### config.mk
export PLATFORM = sky130hd
export DESIGN_NAME = tmds_word_aligner
export DESIGN_NICKNAME = d
export VERILOG_FILES = /design/src/rtl/tmds_pkg.sv /design/src/rtl/tmds_ctrl_run_detector.sv /design/src/rtl/tmds_word_aligner.sv
export SDC_FILE = /design/constraint.sdc
export NUM_CORES = 1
export LEC_CHECK = 0
export BUFFER_PORTS_ARGS = -buffer_cell sky130_fd_sc_hd__buf_4
export CORE_MARGIN = 2
export CORE_UTILIZATION = 23
export DETAILED_ROUTE_END_ITERATION = 10
export PLACE_DENSITY_LB_ADDON = 0.15
export SKIP_CTS_REPAIR_TIMING = 1
export SYNTH_ARGS = -nofsm -noshare
export SYNTH_HDL_FRONTEND = slang
export SYNTH_SLANG_ARGS = --single-unit
### constraint.sdc
create_clock -name clk -period 4.38 [get_ports clk]
set_clock_uncertainty 0.05 [all_clocks]
set_input_delay 0.876 -clock clk [delete_from_list [all_inputs] [get_ports clk]]
set_output_delay 0.876 -clock clk [all_outputs]
set_load 0.02 [all_outputs]
### src/rtl/tmds_pkg.sv
// Shared TMDS word-aligner definitions: control tokens, FSM states, word width.
// Imported by the run detector and the aligner top.
package tmds_pkg;

  localparam int WORD_BITS = 10;

  localparam logic [WORD_BITS-1:0] CTRL_TOK0 = 10'h354;
  localparam logic [WORD_BITS-1:0] CTRL_TOK1 = 10'h0AB;
  localparam logic [WORD_BITS-1:0] CTRL_TOK2 = 10'h154;
  localparam logic [WORD_BITS-1:0] CTRL_TOK3 = 10'h2AB;

  typedef enum logic [2:0] {
    ST_INIT,
    ST_SEARCH,
    ST_SLIP_WAIT,
    ST_DELAY_WAIT,
    ST_LOCKED
  } state_e;

  function automatic logic is_ctrl_tok(
    input logic [WORD_BITS-1:0] w
  );
    return (w == CTRL_TOK0) ||
           (w == CTRL_TOK1) ||
           (w == CTRL_TOK2) ||
           (w == CTRL_TOK3);
  endfunction

endpackage

### src/rtl/tmds_ctrl_run_detector.sv
// Counts consecutive TMDS control tokens on the raw word stream.
// run_hit_o fires every cycle the saturating run count sits at CTRL_RUN.
module tmds_ctrl_run_detector
  import tmds_pkg::*;
#(
  parameter int CTRL_RUN = 16
) (
  input  logic                 clk_i,
  input  logic                 rst_ni,
  input  logic                 clear_i,
  input  logic [WORD_BITS-1:0] data_i,
  output logic                 run_hit_o
);

  localparam int RW = $clog2(CTRL_RUN + 1);
  localparam logic [RW-1:0] RUN_MAX = RW'(CTRL_RUN);

  logic          is_ctrl;
  logic [RW-1:0] run_cnt_q;
  logic [RW-1:0] run_cnt_d;

  always_comb begin
    is_ctrl   = is_ctrl_tok(data_i);
    run_cnt_d = '0;
    if (!clear_i && is_ctrl) begin
      if (run_cnt_q == RUN_MAX) begin
        run_cnt_d = run_cnt_q;
      end else begin
        run_cnt_d = run_cnt_q + RW'(1);
      end
    end
  end

  assign run_hit_o = (run_cnt_d == RUN_MAX);

  always_ff @(posedge clk_i or negedge rst_ni) begin
    if (!rst_ni) begin
      run_cnt_q <= '0;
    end else begin
      run_cnt_q <= run_cnt_d;
    end
  end

endmodule

### src/rtl/tmds_word_aligner.sv
// TMDS word-boundary aligner driving deserializer bitslip and IDELAY taps.
// Optional TMDS_WORD_ALIGNER_STATS_EN adds slip_total / lock_losses counters.
module tmds_word_aligner
  import tmds_pkg::*;
#(
  parameter int WINDOW     = 4096,
  parameter int CTRL_RUN   = 16,
  parameter int SLIP_WAIT  = 4,
  parameter int DELAY_WAIT = 16,
  parameter int DELAY_STEP = 4
) (
  input  logic                 clk,
  input  logic                 rst,
  input  logic [WORD_BITS-1:0] data_in,
  output logic                 bitslip,
  output logic [4:0]           delay,
  output logic                 load_delay,
  output logic [WORD_BITS-1:0] data_out,
  output logic                 aligned
`ifdef TMDS_WORD_ALIGNER_STATS_EN
  ,
  output logic [15:0]          slip_total,
  output logic [7:0]           lock_losses
`endif
);

  localparam int WW   = $clog2(WINDOW);
  localparam int WMAX = (SLIP_WAIT > DELAY_WAIT) ?
                        SLIP_WAIT : DELAY_WAIT;
  localparam int TW   = $clog2(WMAX + 1);

  localparam logic [WW-1:0] WIN_LAST = WW'(WINDOW - 1);
  localparam logic [TW-1:0] SLIP_END = TW'(SLIP_WAIT);
  localparam logic [TW-1:0] DLY_END  = TW'(DELAY_WAIT);
  localparam logic [4:0]    DLY_INC  = 5'(DELAY_STEP);

  state_e              state_q;
  logic [WW-1:0]       win_q;
  logic [TW-1:0]       wait_q;
  logic [3:0]          slip_q;
  logic [4:0]          delay_q;
  logic                bitslip_q;
  logic                load_q;
  logic                aligned_q;
  logic [WORD_BITS-1:0] data_q;
`ifdef TMDS_WORD_ALIGNER_STATS_EN
  logic [15:0]         slip_tot_q;
  logic [7:0]          loss_q;
`endif

  logic run_hit;
  logic run_clr;
  logic win_done;

  assign run_clr  = (state_q != ST_SEARCH) &&
                    (state_q != ST_LOCKED);
  assign win_done = (win_q == WIN_LAST);

  tmds_ctrl_run_detector #(
    .CTRL_RUN (CTRL_RUN)
  ) u_run (
    .clk_i     (clk),
    .rst_ni    (rst),
    .clear_i   (run_clr),
    .data_i    (data_in),
    .run_hit_o (run_hit)
  );

  always_ff @(posedge clk or negedge rst) begin
    if (!rst) begin
      state_q    <= ST_INIT;
      win_q      <= '0;
      wait_q     <= '0;
      slip_q     <= '0;
      delay_q    <= '0;
      bitslip_q  <= 1'b0;
      load_q     <= 1'b0;
      aligned_q  <= 1'b0;
      data_q     <= '0;
`ifdef TMDS_WORD_ALIGNER_STATS_EN
      slip_tot_q <= '0;
      loss_q     <= '0;
`endif
    end else begin
      bitslip_q <= 1'b0;
      load_q    <= 1'b0;
      data_q    <= data_in;
      unique case (state_q)
        ST_INIT: begin
          delay_q <= '0;
          load_q  <= 1'b1;
          wait_q  <= '0;
          win_q   <= '0;
          state_q <= ST_DELAY_WAIT;
        end
        ST_SEARCH: begin
          win_q <= win_q + WW'(1);
          // A lock on the window's last cycle takes priority over a slip
          if (run_hit) begin
            win_q     <= '0;
            aligned_q <= 1'b1;
            state_q   <= ST_LOCKED;
          end else if (win_done) begin
            win_q  <= '0;
            wait_q <= '0;
            if (slip_q != 4'd9) begin
              slip_q    <= slip_q + 4'd1;
              bitslip_q <= 1'b1;
              state_q   <= ST_SLIP_WAIT;
`ifdef TMDS_WORD_ALIGNER_STATS_EN
              if (slip_tot_q != 16'hFFFF) begin
                slip_tot_q <= slip_tot_q + 16'd1;
              end
`endif
            end else begin
              slip_q  <= '0;
              delay_q <= delay_q + DLY_INC;
              load_q  <= 1'b1;
              state_q <= ST_DELAY_WAIT;
            end
          end
        end
        ST_SLIP_WAIT: begin
          if (wait_q == SLIP_END) begin
            win_q   <= '0;
            state_q <= ST_SEARCH;
          end else begin
            wait_q <= wait_q + TW'(1);
          end
        end
        ST_DELAY_WAIT: begin
          if (wait_q == DLY_END) begin
            win_q   <= '0;
            state_q <= ST_SEARCH;
          end else begin
            wait_q <= wait_q + TW'(1);
          end
        end
        ST_LOCKED: begin
          win_q <= win_q + WW'(1);
          if (run_hit) begin
            win_q <= '0;
          end else if (win_done) begin
            // Keep slip/delay so the search resumes from here
            win_q     <= '0;
            aligned_q <= 1'b0;
            state_q   <= ST_SEARCH;
`ifdef TMDS_WORD_ALIGNER_STATS_EN
            if (loss_q != 8'hFF) begin
              loss_q <= loss_q + 8'd1;
            end
`endif
          end
        end
        default: begin
          state_q <= ST_INIT;
        end
      endcase
    end
  end

  assign bitslip    = bitslip_q;
  assign load_delay = load_q;
  assign delay      = delay_q;
  assign aligned    = aligned_q;
  assign data_out   = data_q;
`ifdef TMDS_WORD_ALIGNER_STATS_EN
  assign slip_total  = slip_tot_q;
  assign lock_losses = loss_q;
`endif

endmodule
==> reports/summary.md <==
The first TritonRoute pass finished after 4 iterations. The tightest slew margin relative to the limit was 0.571; the minimum period implied by the final worst setup slack was 2.57 ns. Yosys mapped the design onto 54 distinct sky130hd cell types.

Slowest cell on the critical path: sky130_fd_sc_hd__dfrtp_1. In this design, the stage delay of the slowest critical-path cell is 0.76 ns. The depth of the most critical reg-to-reg path is 6, and the number of synthesized flops with an enable pin is 0. The vias per cell was 4.56.

The tools report the violation count after the first detailed-route iteration as 52. Across all hold checks on the routed design, the worst slack comes to 0.468 ns. The path length in cells of the critical path is 6. For this block, the routed nets add up to 5.12 mm of wire.

The final worst-path setup slack was 1.81 ns; the gate count of the mapped netlist was 239. The top fanout value on the critical path came out at 23. Entering global routing, the biggest net connects 46 pins. The run gives 0 as the final number of max-transition violations. Final-report hold violation count: 0.

Summed over all layers, the global routing overflow is 0. Summing all placed instances gives a cell area of 2670 um2. The tools report the final cell count without fillers as 400. For the share of the yosys chip area belonging to registers, the log shows 0.473. The worst voltage drop across the vdd grid is 0.123 mV.

The floorplan step defined a die boundary enclosing 11200 um2. The wire-length estimate of the detail-placed layout is 3.53 mm. Dividing the synthesized area by the synthesized cell count gives 9.95 um2. At the end of the flow, the number of nets in the layout was 281. The via count came out at 1822. The arrival time at the worst endpoint was 2.72 ns; the fraction of synthesized cell area taken by the top area cell type was 0.473. The buffering stage count on the worst path with inverters included came out at 0.

Fill cell total of the finished layout: 1095. Cell row count: 37. Walking the worst path, the cells encountered are xnor2_2 -> nor2_1 -> o21ai_1 -> a21o_4 -> nand2_1 -> mux2_2. The overall track demand over capacity in global routing was 0.0996. The reg-to-reg startpoint was state_q[2]. The tree is rooted in a sky130_fd_sc_hd__clkbuf_8. The longest clock path from root to sink contains 2 buffers.

The flow ran to the end, and the final reports show no timing, DRC or antenna violations. The multi-input combinational cells in the finished layout cover a total of 1100 um2. For the number of placed instances with taps included, the log shows 392.

TritonCTS built the clock tree. The power per cell area is 302 nW/um2. The worst hold path begins at win_q[8]. The tools report the number of antenna violations at the first check in global routing as 0. The biggest area consumer among synthesized cells was sky130_fd_sc_hd__dfrtp_1.

In this run the tool buffered the top-level ports with 27 buffer cells. In the final routed layout, each cell accounts on average for 12.8 um. The worst register-to-register path ends at slip_q[1]. Measured along the x axis, the die boundary spans 106 um.

At the pin with the least slew margin, the transition time is 0.643 ns. The final instance area is 2800 um2, and the maximum operating frequency is 388 MHz. The number of nets with antenna violations after routing was 0.

The worst setup path is launched from a flip-flop. Grouping stages by cell kind, the critical path spends the most delay in flip-flops. The tools report the total negative setup slack as 0 ns. Ranked by total cell area, the synthesized netlist is headed by sky130_fd_sc_hd__dfrtp_1 (47%), sky130_fd_sc_hd__nand3_1 (3.4%), sky130_fd_sc_hd__ha_1 (3.2%), sky130_fd_sc_hd__inv_1 (2.7%), sky130_fd_sc_hd__a31oi_1 (2.6%).

The launch point of the critical path was state_q[2]. The first global-routing pass estimated 9.07 mm of wire. STA classifies the critical path endpoint as a flip-flop. Summed over all cells, the static leakage comes to 1.28 nW. Counting flops and latches in the post-synthesis netlist gives 45. Clock-pin slew was measured on the worst setup and hold paths at 0.10 ns.

The setup check on the worst reg-to-reg path leaves a slack of 1.81 ns. The type of the worst min-delay path is flip-flop to flip-flop. The initial core utilization was 0.234. Start-to-end type of the worst setup path: flip-flop to flip-flop. OpenSTA, run right after detailed placement, puts the worst setup slack at 1.59 ns. Summing internal, switching and leakage power gives 0.846 mW.

The number of warnings printed during yosys synthesis was 0; the number of buffers created by CTS was 5. The share of synthesized flip-flops with an asynchronous set or reset is 1.00. The run gives 0 as the number of endpoints failing setup at the final stage. The utilization after layout came out at 0.275. The capture endpoint of the worst hold path was win_q[8].

For the worst setup path, the data required time is 4.53 ns. The clock drives 45 sinks. Pin placement for this block handled 30 I/O pins. The total area of sequential cells is 1130 um2. The number of global-route vias before repair was 1850; the number of maximum-capacitance constraint violations was 0. The cell area after synthesis came out at 2380 um2.

The share of the clock period used by the worst path works out to 0.588. The flip-flop cell with the highest count after synthesis was sky130_fd_sc_hd__dfrtp_1. Setup repair after global routing left no endpoint under its margin.

The area growth from synthesis to layout is 17.8%. The run gives 10200 um2 as the area of the core. The number of antenna diodes is 0, and the vertical die dimension is 106 um. The H-tree generated during clock tree synthesis spans 2 levels. Routability-driven placement finished with a final weighted congestion of 0.702. The source-to-sink clock delay at the later pin of the worst-skew pair was 0.30 ns; the depth of the worst hold-timing path was 1.

The share of cells above drive strength 1 was 0.170; the remaining routing DRC violations was 0.
-- kinds of logic after synthesis --
logic type | after synthesis | share of synthesized area
AO/OA/AOI/OAI | 58 | 0.160
AND/OR/NAND/NOR | 86 | 0.207
XOR/XNOR | 11 | 0.0437
multiplexers | 4 | 0.0174
adder cells (fa/ha/maj) | 6 | 0.0316
flip-flops | 45 | 0.473
other | 1 | 0.00158
buffers and inverters | 28 | 0.0647
-- power breakdown --
part	switching, mW	total [mW]	internal [mW]	leakage (nW)
Sequential	0.00144	0.421	0.420	0.528
Clock	0.160	0.390	0.230	0.0687
Combinational	0.0214	0.0345	0.0132	0.679
-- area by class of cell --
cell class                 instances  area share
clock buffer                       5      0.0246
clock inverter                     3      0.0246
inverter                          17      0.0228
multi-input combinational        167       0.393
sequential                        45       0.402
tap                              136      0.0607
timing repair buffer              27      0.0723
-- worst max path at each step --
stage	end
2_1_floorplan	delay[4]
3_3_place_gp	delay[4]
3_5_place_dp	delay[4]
4_1_cts	slip_q[1]
5_1_grt	wait_q[1]
6_report	slip_q[1]
-- sequential cells by signal (all words and copies together), names as in the netlist, 3 cells and up --
signal           cells
data_out            10
delay                3
slip_q               4
state_q              3
u_run.run_cnt_q      5
wait_q               5
win_q               12
-- routing by layer --
| metal | GRT usage | wire length, um | vias to the layer above |
|---|---|---|---|
| met5 | 0 | 0 | - |
| met1 | 0.137 | 2570 | 888 |
| li1 | - | - | 909 |
| met3 | 0.0186 | 115 | 5 |
| met4 | 0.0282 | 69 | 0 |
| met2 | 0.159 | 2370 | 20 |
-- cell usage after synthesis, types with 3 or more instances --
cell,number
sky130_fd_sc_hd__nor3_1,6
sky130_fd_sc_hd__xnor2_1,4
sky130_fd_sc_hd__nor4_1,4
sky130_fd_sc_hd__nor2_1,14
sky130_fd_sc_hd__o21ai_0,10
sky130_fd_sc_hd__and3_1,4
sky130_fd_sc_hd__inv_1,17
sky130_fd_sc_hd__and3b_1,3
sky130_fd_sc_hd__dfrtp_1,45
sky130_fd_sc_hd__nand4_1,4
sky130_fd_sc_hd__ha_1,6
sky130_fd_sc_hd__o22ai_1,5
sky130_fd_sc_hd__a21oi_1,12
sky130_fd_sc_hd__buf_4,3
sky130_fd_sc_hd__or3_1,3
sky130_fd_sc_hd__a31oi_1,10
sky130_fd_sc_hd__nand2_1,13
sky130_fd_sc_hd__xor2_1,6
sky130_fd_sc_hd__nand3_1,16
sky130_fd_sc_hd__a2bb2oi_1,4
sky130_fd_sc_hd__mux2i_1,3
-- worst reg2reg max path: cells and delay by family, from the launching register on --
| kind | cells | cell delay, ns |
|---|---|---|
| AO/OA/AOI/OAI | 2 | 0.68 |
| multiplexers | 1 | 0.32 |
| XOR/XNOR | 1 | 0.14 |
| AND/OR/NAND/NOR | 2 | 0.51 |
| flip-flops | 1 | 0.76 |
-- cell usage in the layout, fill, tap and decap left out, types with 2 or more instances in the layout --
cell / netlist / layout
sky130_fd_sc_hd__dfrtp_1: 45 / 45
sky130_fd_sc_hd__buf_4: 3 / 27
sky130_fd_sc_hd__inv_1: 17 / 17
sky130_fd_sc_hd__nand3_1: 16 / 16
sky130_fd_sc_hd__nor2_1: 14 / 14
sky130_fd_sc_hd__nand2_1: 13 / 13
sky130_fd_sc_hd__a21oi_1: 12 / 12
sky130_fd_sc_hd__o21ai_0: 10 / 10
sky130_fd_sc_hd__a31oi_1: 10 / 10
sky130_fd_sc_hd__nor3_1: 6 / 6
sky130_fd_sc_hd__xor2_1: 6 / 6
sky130_fd_sc_hd__ha_1: 6 / 6
sky130_fd_sc_hd__o22ai_1: 5 / 5
sky130_fd_sc_hd__clkbuf_8: 2 / 5
sky130_fd_sc_hd__nor4_1: 4 / 4
sky130_fd_sc_hd__xnor2_1: 4 / 4
sky130_fd_sc_hd__a2bb2oi_1: 4 / 4
sky130_fd_sc_hd__nand4_1: 4 / 4
sky130_fd_sc_hd__and3_1: 4 / 4
sky130_fd_sc_hd__mux2i_1: 3 / 3
sky130_fd_sc_hd__or3_1: 3 / 3
sky130_fd_sc_hd__and3b_1: 3 / 3
sky130_fd_sc_hd__and4_2: 2 / 2
sky130_fd_sc_hd__o21ai_1: 2 / 2
sky130_fd_sc_hd__nor2b_1: 2 / 2
sky130_fd_sc_hd__nand2b_1: 2 / 2
sky130_fd_sc_hd__and2_1: 2 / 2
sky130_fd_sc_hd__a211oi_1: 2 / 2
sky130_fd_sc_hd__nor3_2: 2 / 2
sky130_fd_sc_hd__a21o_1: 2 / 2
sky130_fd_sc_hd__o31ai_1: 2 / 2
sky130_fd_sc_hd__nand3b_1: 2 / 2
sky130_fd_sc_hd__conb_1: 1 / 2
sky130_fd_sc_hd__bufinv_16: 0 / 2
Note: power is estimated with default switching activity, not from simulation.
